--- config.mk ---
export PLATFORM = sky130hd
export DESIGN_NAME = dm_stream_scheduler
export DESIGN_NICKNAME = d
export VERILOG_FILES = /design/src/rtl/dm_stream_scheduler.sv
export SDC_FILE = /design/constraint.sdc
export NUM_CORES = 1
export LEC_CHECK = 0
export ABC_CLOCK_PERIOD_IN_PS = 4480
export CAP_MARGIN = 10
export CORE_MARGIN = 5
export CORE_UTILIZATION = 49
export CTS_CLUSTER_SIZE = 24
export DETAILED_ROUTE_END_ITERATION = 16
export PLACE_DENSITY_LB_ADDON = 0.3
export SYNTH_ARGS = -nofsm -noshare
export SYNTH_HDL_FRONTEND = slang
export SYNTH_SLANG_ARGS = --single-unit
--- constraint.sdc ---
create_clock -name clk -period 4.48 [get_ports clk]
set_clock_uncertainty 0.15 [all_clocks]
set_input_delay 0.672 -clock clk [delete_from_list [all_inputs] [get_ports clk]]
set_output_delay 0.672 -clock clk [all_outputs]
set_load 0.05 [all_outputs]
--- src/rtl/dm_stream_scheduler.sv ---
// rtl/dm_stream_scheduler.sv - weighted round-robin stream scheduler with status watchdog
module dm_stream_scheduler #(
    parameter int          C_S_AXI_ADDR_WIDTH = 32,
    parameter int          C_S_AXI_DATA_WIDTH = 32,
    parameter int          C_STREAMS_WIDTH    = 2,
    parameter logic [15:0] C_BASE_ADDR        = 16'h0400,
    parameter int          C_TIMEOUT_WIDTH    = 16
) (
    input  logic                              clk,
    input  logic                              rst,
    input  logic [(1<<C_STREAMS_WIDTH)-1:0]   stream_req,
    input  logic                              cmd_fire,
    input  logic                              sts_fire,
    output logic [C_STREAMS_WIDTH-1:0]        stream_select,
    output logic                              stream_valid,
    input  logic [C_S_AXI_DATA_WIDTH-1:0]     set_data,
    input  logic [C_S_AXI_ADDR_WIDTH-1:0]     set_addr,
    input  logic                              set_stb,
    output logic [C_S_AXI_DATA_WIDTH-1:0]     get_data,
    input  logic [C_S_AXI_ADDR_WIDTH-1:0]     get_addr,
    output logic                              timeout_err,
    output logic [31:0]                       debug
);
    localparam int NS = 1 << C_STREAMS_WIDTH;
    localparam int SW = C_STREAMS_WIDTH;
    localparam int AW = C_S_AXI_ADDR_WIDTH;
    localparam int DW = C_S_AXI_DATA_WIDTH;
    localparam int TW = C_TIMEOUT_WIDTH;
    localparam logic [AW-1:0] BASE = AW'(C_BASE_ADDR);

    typedef enum logic [1:0] {
        ARB      = 2'd0,
        GRANT    = 2'd1,
        WAIT_STS = 2'd2,
        ROTATE   = 2'd3
    } state_t;

    state_t state, state_nxt;

    logic          enable;
    logic [NS-1:0] mask;
    logic [3:0]    weight [NS];
    logic [TW-1:0] timeout_val;

    logic [SW-1:0] last;
    logic [3:0]    quantum_cnt;
    logic [TW-1:0] wd_cnt;
    logic [31:0]   done_cnt;
    logic [7:0]    outstanding_cnt;

    logic win, cmd_acc, sts_acc, expire;

    // Register page decode: 64-byte aligned window, word accesses only.
    logic          set_hit, ctrl_wr, timeout_wr, weight_wr;
    logic [3:0]    set_slot;
    logic [SW-1:0] set_widx;

    assign set_hit    = set_stb && (set_addr[AW-1:6] == BASE[AW-1:6]) && (set_addr[1:0] == 2'b00);
    assign set_slot   = set_addr[5:2];
    assign set_widx   = SW'(set_slot - 4'd1);
    assign ctrl_wr    = set_hit && (set_slot == 4'd0);
    assign timeout_wr = set_hit && (set_slot == 4'd12);
    assign weight_wr  = set_hit && (set_slot >= 4'd1) && (int'(set_slot) <= NS);

    // Round-robin search starting just after the last served stream.
    logic [NS-1:0] eligible;
    logic          found;
    logic [SW-1:0] winner, cand;

    always_comb begin
        eligible = enable ? (stream_req & mask) : '0;
        found    = 1'b0;
        winner   = '0;
        cand     = '0;
        for (int i = 1; i <= NS; i++) begin
            cand = last + SW'(i);
            if (!found && eligible[cand]) begin
                found  = 1'b1;
                winner = cand;
            end
        end
    end

    logic keep_ok;
    assign keep_ok = enable && stream_req[stream_select] && mask[stream_select];

    always_ff @(posedge clk) begin
        if (rst) state <= ARB;
        else     state <= state_nxt;
    end

    always_comb begin
        state_nxt = state;
        win       = 1'b0;
        cmd_acc   = 1'b0;
        sts_acc   = 1'b0;
        expire    = 1'b0;
        case (state)
            ARB: begin
                if (found) begin
                    win       = 1'b1;
                    state_nxt = GRANT;
                end
            end
            GRANT: begin
                // A handshake that already happened wins over a same-cycle abort.
                if (cmd_fire) begin
                    cmd_acc   = 1'b1;
                    state_nxt = WAIT_STS;
                end else if (!keep_ok) begin
                    state_nxt = ROTATE;
                end
            end
            WAIT_STS: begin
                // Completion beats a watchdog expiry on the same cycle.
                if (sts_fire) begin
                    sts_acc   = 1'b1;
                    state_nxt = (quantum_cnt != 4'd0 && keep_ok) ? GRANT : ROTATE;
                end else if (wd_cnt == TW'(1)) begin
                    expire    = 1'b1;
                    state_nxt = ROTATE;
                end
            end
            ROTATE: state_nxt = ARB;
            default: state_nxt = ARB;
        endcase
    end

    always_ff @(posedge clk) begin
        if (rst) begin
            stream_select   <= '0;
            last            <= '1;
            quantum_cnt     <= 4'd0;
            wd_cnt          <= '0;
            done_cnt        <= 32'd0;
            outstanding_cnt <= 8'd0;
        end else begin
            if (win) begin
                stream_select <= winner;
                quantum_cnt   <= weight[winner];
            end
            // A loaded value of 0 never reaches 1, so a zero TIMEOUT disables expiry.
            if (cmd_acc) begin
                quantum_cnt <= quantum_cnt - 4'd1;
                wd_cnt      <= timeout_val;
            end else if (state == WAIT_STS && wd_cnt != '0) begin
                wd_cnt <= wd_cnt - TW'(1);
            end
            if (sts_acc) done_cnt <= done_cnt + 32'd1;
            if (state == ROTATE) last <= stream_select;
            if (cmd_acc)
                outstanding_cnt <= outstanding_cnt + 8'd1;
            else if (sts_acc && outstanding_cnt != 8'd0)
                outstanding_cnt <= outstanding_cnt - 8'd1;
        end
    end

    always_ff @(posedge clk) begin
        if (rst) begin
            enable      <= 1'b0;
            mask        <= '1;
            timeout_val <= '1;
            timeout_err <= 1'b0;
            for (int m = 0; m < NS; m++) weight[m] <= 4'd1;
        end else begin
            if (ctrl_wr) begin
                enable <= set_data[0];
                mask   <= set_data[8 +: NS];
            end
            if (weight_wr) weight[set_widx] <= (set_data[3:0] == 4'd0) ? 4'd1 : set_data[3:0];
            if (timeout_wr) timeout_val <= set_data[TW-1:0];
            // Setting on expiry has priority over a software clear.
            if (expire)
                timeout_err <= 1'b1;
            else if (ctrl_wr && set_data[31])
                timeout_err <= 1'b0;
        end
    end

    logic       get_hit;
    logic [3:0] get_slot;

    assign get_hit  = (get_addr[AW-1:6] == BASE[AW-1:6]) && (get_addr[1:0] == 2'b00);
    assign get_slot = get_addr[5:2];

    always_comb begin
        get_data = DW'(32'hDEADBEEF);
        if (get_hit) begin
            if (get_slot == 4'd0) begin
                get_data           = '0;
                get_data[0]        = enable;
                get_data[8 +: NS]  = mask;
            end else if (get_slot >= 4'd1 && int'(get_slot) <= NS) begin
                get_data = DW'(weight[SW'(get_slot - 4'd1)]);
            end else if (get_slot == 4'd12) begin
                get_data = DW'(timeout_val);
            end else if (get_slot == 4'd13) begin
                get_data = DW'({state, stream_select, timeout_err});
            end else if (get_slot == 4'd14) begin
                get_data = DW'(done_cnt);
            end
        end
    end

    assign stream_valid = (state == GRANT) || (state == WAIT_STS);
    assign debug        = {state, stream_select, quantum_cnt, outstanding_cnt, {(18-SW){1'b0}}};

endmodule

# Yosys cells after proc, flatten, opt, wreduce, memory -nomap -nowiden
# Memory sizes are Yosys's and may differ from the RTL's.
# Index checks and enable logic that the tools add are counted.
dict set report totals {
  ram_bits 16
  input_bits 105
  word_cells 141
  output_inout_bits 68
  memories 1
  ff_bits 88
}
# name words word_bits read_ports rd_ports_with_merged_regs wr line_no
set memory_table {}
lappend memory_table {weight 4 4 2 0 4 42} ;# logic [3:0] weight [NS];
dict set report op_classes {
  bitwise_logic 1
  eq_ne 13
  reduce_logical 36
  addsub 10
  mux 60
  n_lt_le_gt_ge 9
}
# operator n
set ops {}
lappend ops {{two-way mux 32 bit} 6}
lappend ops {{== test 26 x 5 -> 1 bit, second input constant} 2}
lappend ops {{adder 32 x 1 -> 32 bit, second input constant} 1}
lappend ops {{two-way mux 16 bit} 2}
lappend ops {{two-way mux 1 bit} 27}
lappend ops {{two-way mux 2 bit} 11}
lappend ops {{two-way mux 4 bit} 5}
lappend ops {{logical AND 1 bit} 17}
lappend ops {{== test 16 x 1 -> 1 bit, second input constant} 1}
lappend ops {{== test 4 bit, second input constant} 4}
lappend ops {{two-way mux 8 bit} 2}
lappend ops {{nonzero test 16 bit} 1}
lappend ops {{subtractor 16 x 1 -> 16 bit, second input constant} 1}
lappend ops {{< comparator 2 x 3 -> 1 bit, second input constant} 5}
lappend ops {{binary-select mux 1 bit (select 2 bit)} 6}
lappend ops {{zero test 4 bit} 3}
lappend ops {{adder 8 x 1 -> 8 bit, second input constant} 1}
lappend ops {{greater-or-equal comparator 4 x 1 -> 1 bit, second input constant} 2}
lappend ops {{less-or-equal comparator 4 x 3 -> 1 bit, second input constant} 2}
lappend ops {{one-hot mux 2 bit (4 select lines)} 1}
lappend ops {{nonzero test 2 bit} 4}
lappend ops {{nonzero test 8 bit} 1}
lappend ops {{subtractor 8 x 1 -> 8 bit, second input constant} 1}
lappend ops {{zero test 2 bit} 3}
lappend ops {{14 further kinds} 20}

# Depth between registers and ports, before layout
dict set report depth {
  depth_word 18
  ltp_mapped 12
  mapped_depth_nobuf 10
}

# Least setup slack after synthesis
# No wires, ideal clock.
dict set report synth_timing {
  path_type {input port to output port}
  from {input get_addr[2]}
  to {output get_data[16]}
  required_ps 3658
  slack_ps 641
  arrival_ps 3017
  cell_stages 8
  path_buffers 2
  cell_sequence {clkbuf_1 inv_1 ha_1 and3_1 nor2_1 nand3_1 clkbuf_1 o21ai_0}
}
dict set report synth_via {
  elab_chain_cells 7
  elab_cells_between_ends 13
  classes_between {order compare (2); eq/ne (3); mux (6); reduce/logical (2)}
}
# element line_no
set synth_rtl {}
lappend synth_rtl {{start: declaration} 20} ;# input logic [C_S_AXI_ADDR_WIDTH-1:0] get_addr,
lappend synth_rtl {{== test 4 bit} 199} ;# end else if (get_slot == 4'd14) begin
lappend synth_rtl {{two-way mux 32 bit} 199}
lappend synth_rtl {{two-way mux 32 bit} 197} ;# end else if (get_slot == 4'd13) begin
lappend synth_rtl {{two-way mux 32 bit} 195} ;# end else if (get_slot == 4'd12) begin
lappend synth_rtl {{two-way mux 32 bit} 193} ;# end else if (get_slot >= 4'd1 && int'(get_slot) <= NS) begin
lappend synth_rtl {{two-way mux 32 bit (*)} 189} ;# if (get_slot == 4'd0) begin
lappend synth_rtl {{two-way mux 32 bit (*)} 188} ;# if (get_hit) begin
lappend synth_rtl {{end: declaration} 19} ;# output logic [C_S_AXI_DATA_WIDTH-1:0] get_data,
# Mark *: on every way between the ends. The rest lies on a longest branch, timed or not.

# Worst setup path after layout
dict set report layout_timing {
  from {input get_addr[2]}
  to {output get_data[22]}
}
# Same word-level chain as after synthesis.

==> impl_metrics.ini <==
[clock_tree]
cts.root.buffer_cell = clkbuf_16
total_clock_buffers_created_by_cts = 9
worst_skew_pair.late_latency_ns = 0.35
cts_setup_buffers = 0
cts_resized = 0
clock_sinks = 104
h-tree-depth = 3
cts_hold_buf = 0
cts_tree = built
cts.path.max_buffers = 2
clkTransAtPathRegs_ns = 0.07

[critical_path]
cpMaxStageDelayCell = clkdlybuf4s50_1
worstSetupStartpointType = input port
timing.critical_path.to_type = output pin
critical_path.startpoint = get_addr[2]
timing.reg2reg.setup_slack_ns = 1.48
path_class = in2out
cpPeakStageDelay_ns = 0.43
timing.critical_path.cells = clkdlybuf4s50_1, buf_4, ha_1, nand4b_1, nor2_1, and3_1, and2_1, buf_12
critPathMaxFanout = 6
r2r_start = state[1]$_SDFFE_PP0P_
cp_num_buf_inv = 3
critical_path_arrival_ns = 2.97
path_delay_family = simple AND/OR/NAND/NOR gates
worst-endpoint-required_ns = 3.66

[logic_synthesis]
post-synth-top-area-fraction_pct = 28.05
async_flop_share_pct = 0
synth-compound-area-share_pct = 16.31
synth-edff-count = 16
post_synth.cell_area_avg_sq_um = 8.308
number_of_warnings_reported_in_the_yosys_synthesis_log = 0
synth_ff_type = dfxtp_1
synth.distinct_cells = 69
post_synth_and_or_nand_nor_area_fraction_pct = 26.83
synth.ff_latch_count = 104
synth_top_cell_by_area = dfxtp_1
synth_cells = 756
seq_total_area_yosys_pct = 35.70
synthTopCellsByCount = dfxtp_1 (88), nor2_1 (75), nand2_1 (64)
yosys.area_share.adder_pct = 4.303
largest_family_of_logic_cells_by_synthesized_area = simple AND/OR/NAND/NOR gates
synthesized_cell_area_sq_mm = 0.006281
synthTopCellsByArea = dfxtp_1 (28%), edfxtp_1 (7.6%), nor2_1 (4.5%)
yosys.area_share.xor_xnor_pct = 4.462
cell_with_the_most_instances_after_synthesis = dfxtp_1
synth.area.mux_share_pct = 6.135

[floorplan]
row_count = 41
die_area_sq_mm = 0.01518
die-height_microns = 123.2
initial_core_util_pct = 49.77
floorplan.io_pins = 173
area_of_the_core_region_sq_mm = 0.01262
die_x_microns = 123.2

[min_path]
hold_path_startpoint = done_cnt[24]$_SDFFE_PP0P_
hold_class = reg2reg

[route]
initial_drc_count = 515
total_iterations_of_the_first_detailed_routing_run = 5
detailroute.via_count = 6215
final_routed_wirelength_microns = 18420
wl_per_cell_microns = 17.46
detail_route.vias_per_cell = 5.891
drtAntennaViolNets = 0
post-route-drc-count = 0

[grt]
grt.total_usage_pct = 24.03
grt_max_degree = 65
antenna_found_initial = 0
grt_pass1_wl_microns = 29080
grt_overflow_total = 0
grt_pass1_vias = 5918

[placed_design]
place_hpwl_microns = 14270
post_place_instance_area_sq_mm = 0.007775
gp_routability_congestion = 0.8936
port_buffers = 141

[sta]
finalSetupViolations = 0
post-route-period-util_pct = 84.57
slew-limit-headroom_pct = 36.13
fin_hold_ws_ns = 0.3475
finalHoldViolations = 0
report.final.slew_viol_count = 0
setup_total_negative_slack_ns = 0
final.min_clock_period_ns = 3.789
grt_setup_unrepaired = no
fmaxAchievable_ghz = 0.2640
worst-slew-pin-transition_ns = 0.9431

[cells_and_area]
area_growth_pct = 28.31
insertedDiodeCount = 0
post_route_cells_drive_above_1_share_pct = 8.947
stdcell_area_sq_mm = 0.008059
final_core_utilization_pct = 63.86
final_nets = 1004

[power]
p_seq_share_pct = 50.0
total_switching_power_uw = 482.5
p_sw_share_pct = 25.18
p_comb_share_pct = 10.9
power.density_cell_area_mw_per_mm2 = 237.8
static-leakage-power_uw = 0.002879
clockPowerShare_pct = 39.1
worst_vdd_ir_mv = 0.1436
p_int_uw = 1434

[status]
outcome = finished clean

[job]
drv.max_cap_violation_count = 0
[registers in the layout, indices dropped and copies added, names as in the netlist, 2 cells and up]
register and cells:
quantum_cnt 4, weight 16, wd_cnt 16, last 2, mask 4, stream_select 2
done_cnt 32, state 2, outstanding_cnt 8, timeout_val 16
[layer usage]
layer	vias up	GRT usage, %	wire [microns]
met2	268	42.71	9071
met3	21	5.581	1566
met1	2942	29.37	7581
met5	-	0	0
met4	0	5.813	203
li1	2984	-	-
[final timing paths]
kind / cells after the start / endpoint
setup / recovery: 8 / get_data[22]
hold reg to reg: 2 / done_cnt[24]$_SDFFE_PP0P_
hold / removal: 2 / done_cnt[24]$_SDFFE_PP0P_
setup reg to reg: 10 / outstanding_cnt[6]$_SDFFE_PP0P_
[worst reg2reg max path, delay by kind of cell, from the launching register on]
| family | cells | cell delay [ns] |
|---|---|---|
| simple gates | 1 | 0.15 |
| flops | 1 | 0.46 |
| fa+ha+maj | 2 | 0.56 |
| buf+inv | 3 | 0.73 |
| compound gates | 4 | 0.88 |
[power by group through the flow]
stage / sequential, uW / combinational [uW] / clock (uW)
finish: 958 / 209 / 749
global route: 958 / 224 / 798
CTS: 958 / 209 / 759
detailed placement: 979 / 208 / 0
global placement: 979 / 204 / 0
floorplan: 977 / 110 / 0
[logic make-up after synthesis]
logic type      after synthesis
mux                          32
other cells                   1
compound gates              158
simple gates                326
buf+inv                      82
flops                       104
xor+xnor                     32
fa+ha+maj                    21
[final cells by class]
class	count	area, sq um
fillers	1109	4561
multi-input cells	585	3706
flip-flops and latches	104	2242
repair buffers	152	1519
clock buffers	9	225.2
well taps	172	215.2
inverters	26	97.59
clock inverters	7	53.80
[stage by stage]
stage | setup slack [ns] | power [uW] | std cells
after floorplan | 0.6412 | 1087 | 771
after global placement | 0.3843 | 1183 | 1038
after detailed placement | 0.3095 | 1187 | 1038
after CTS | 0.2939 | 1925 | 1054
after global routing | 0.6045 | 1980 | 1055
final | 0.6915 | 1916 | 1055
[placed cells by master, fill, tap and decap left out, types with 12 or more instances in the layout]
cell             instances
inv_1                   25
mux2i_1                 25
nor2_1                  75
nor4_1                  13
buf_4                   33
nand4_1                 15
clkdlybuf4s50_1        108
ha_1                    20
xnor2_1                 20
o21ai_0                 49
nor3_1                  23
a21oi_1                 33
nand2_1                 64
and2_1                  21
a211oi_1                16
dfxtp_1                 88
conb_1                  16
nand3_1                 51
edfxtp_1                16
xor2_1                  12
(Power assumes the default switching activity.)
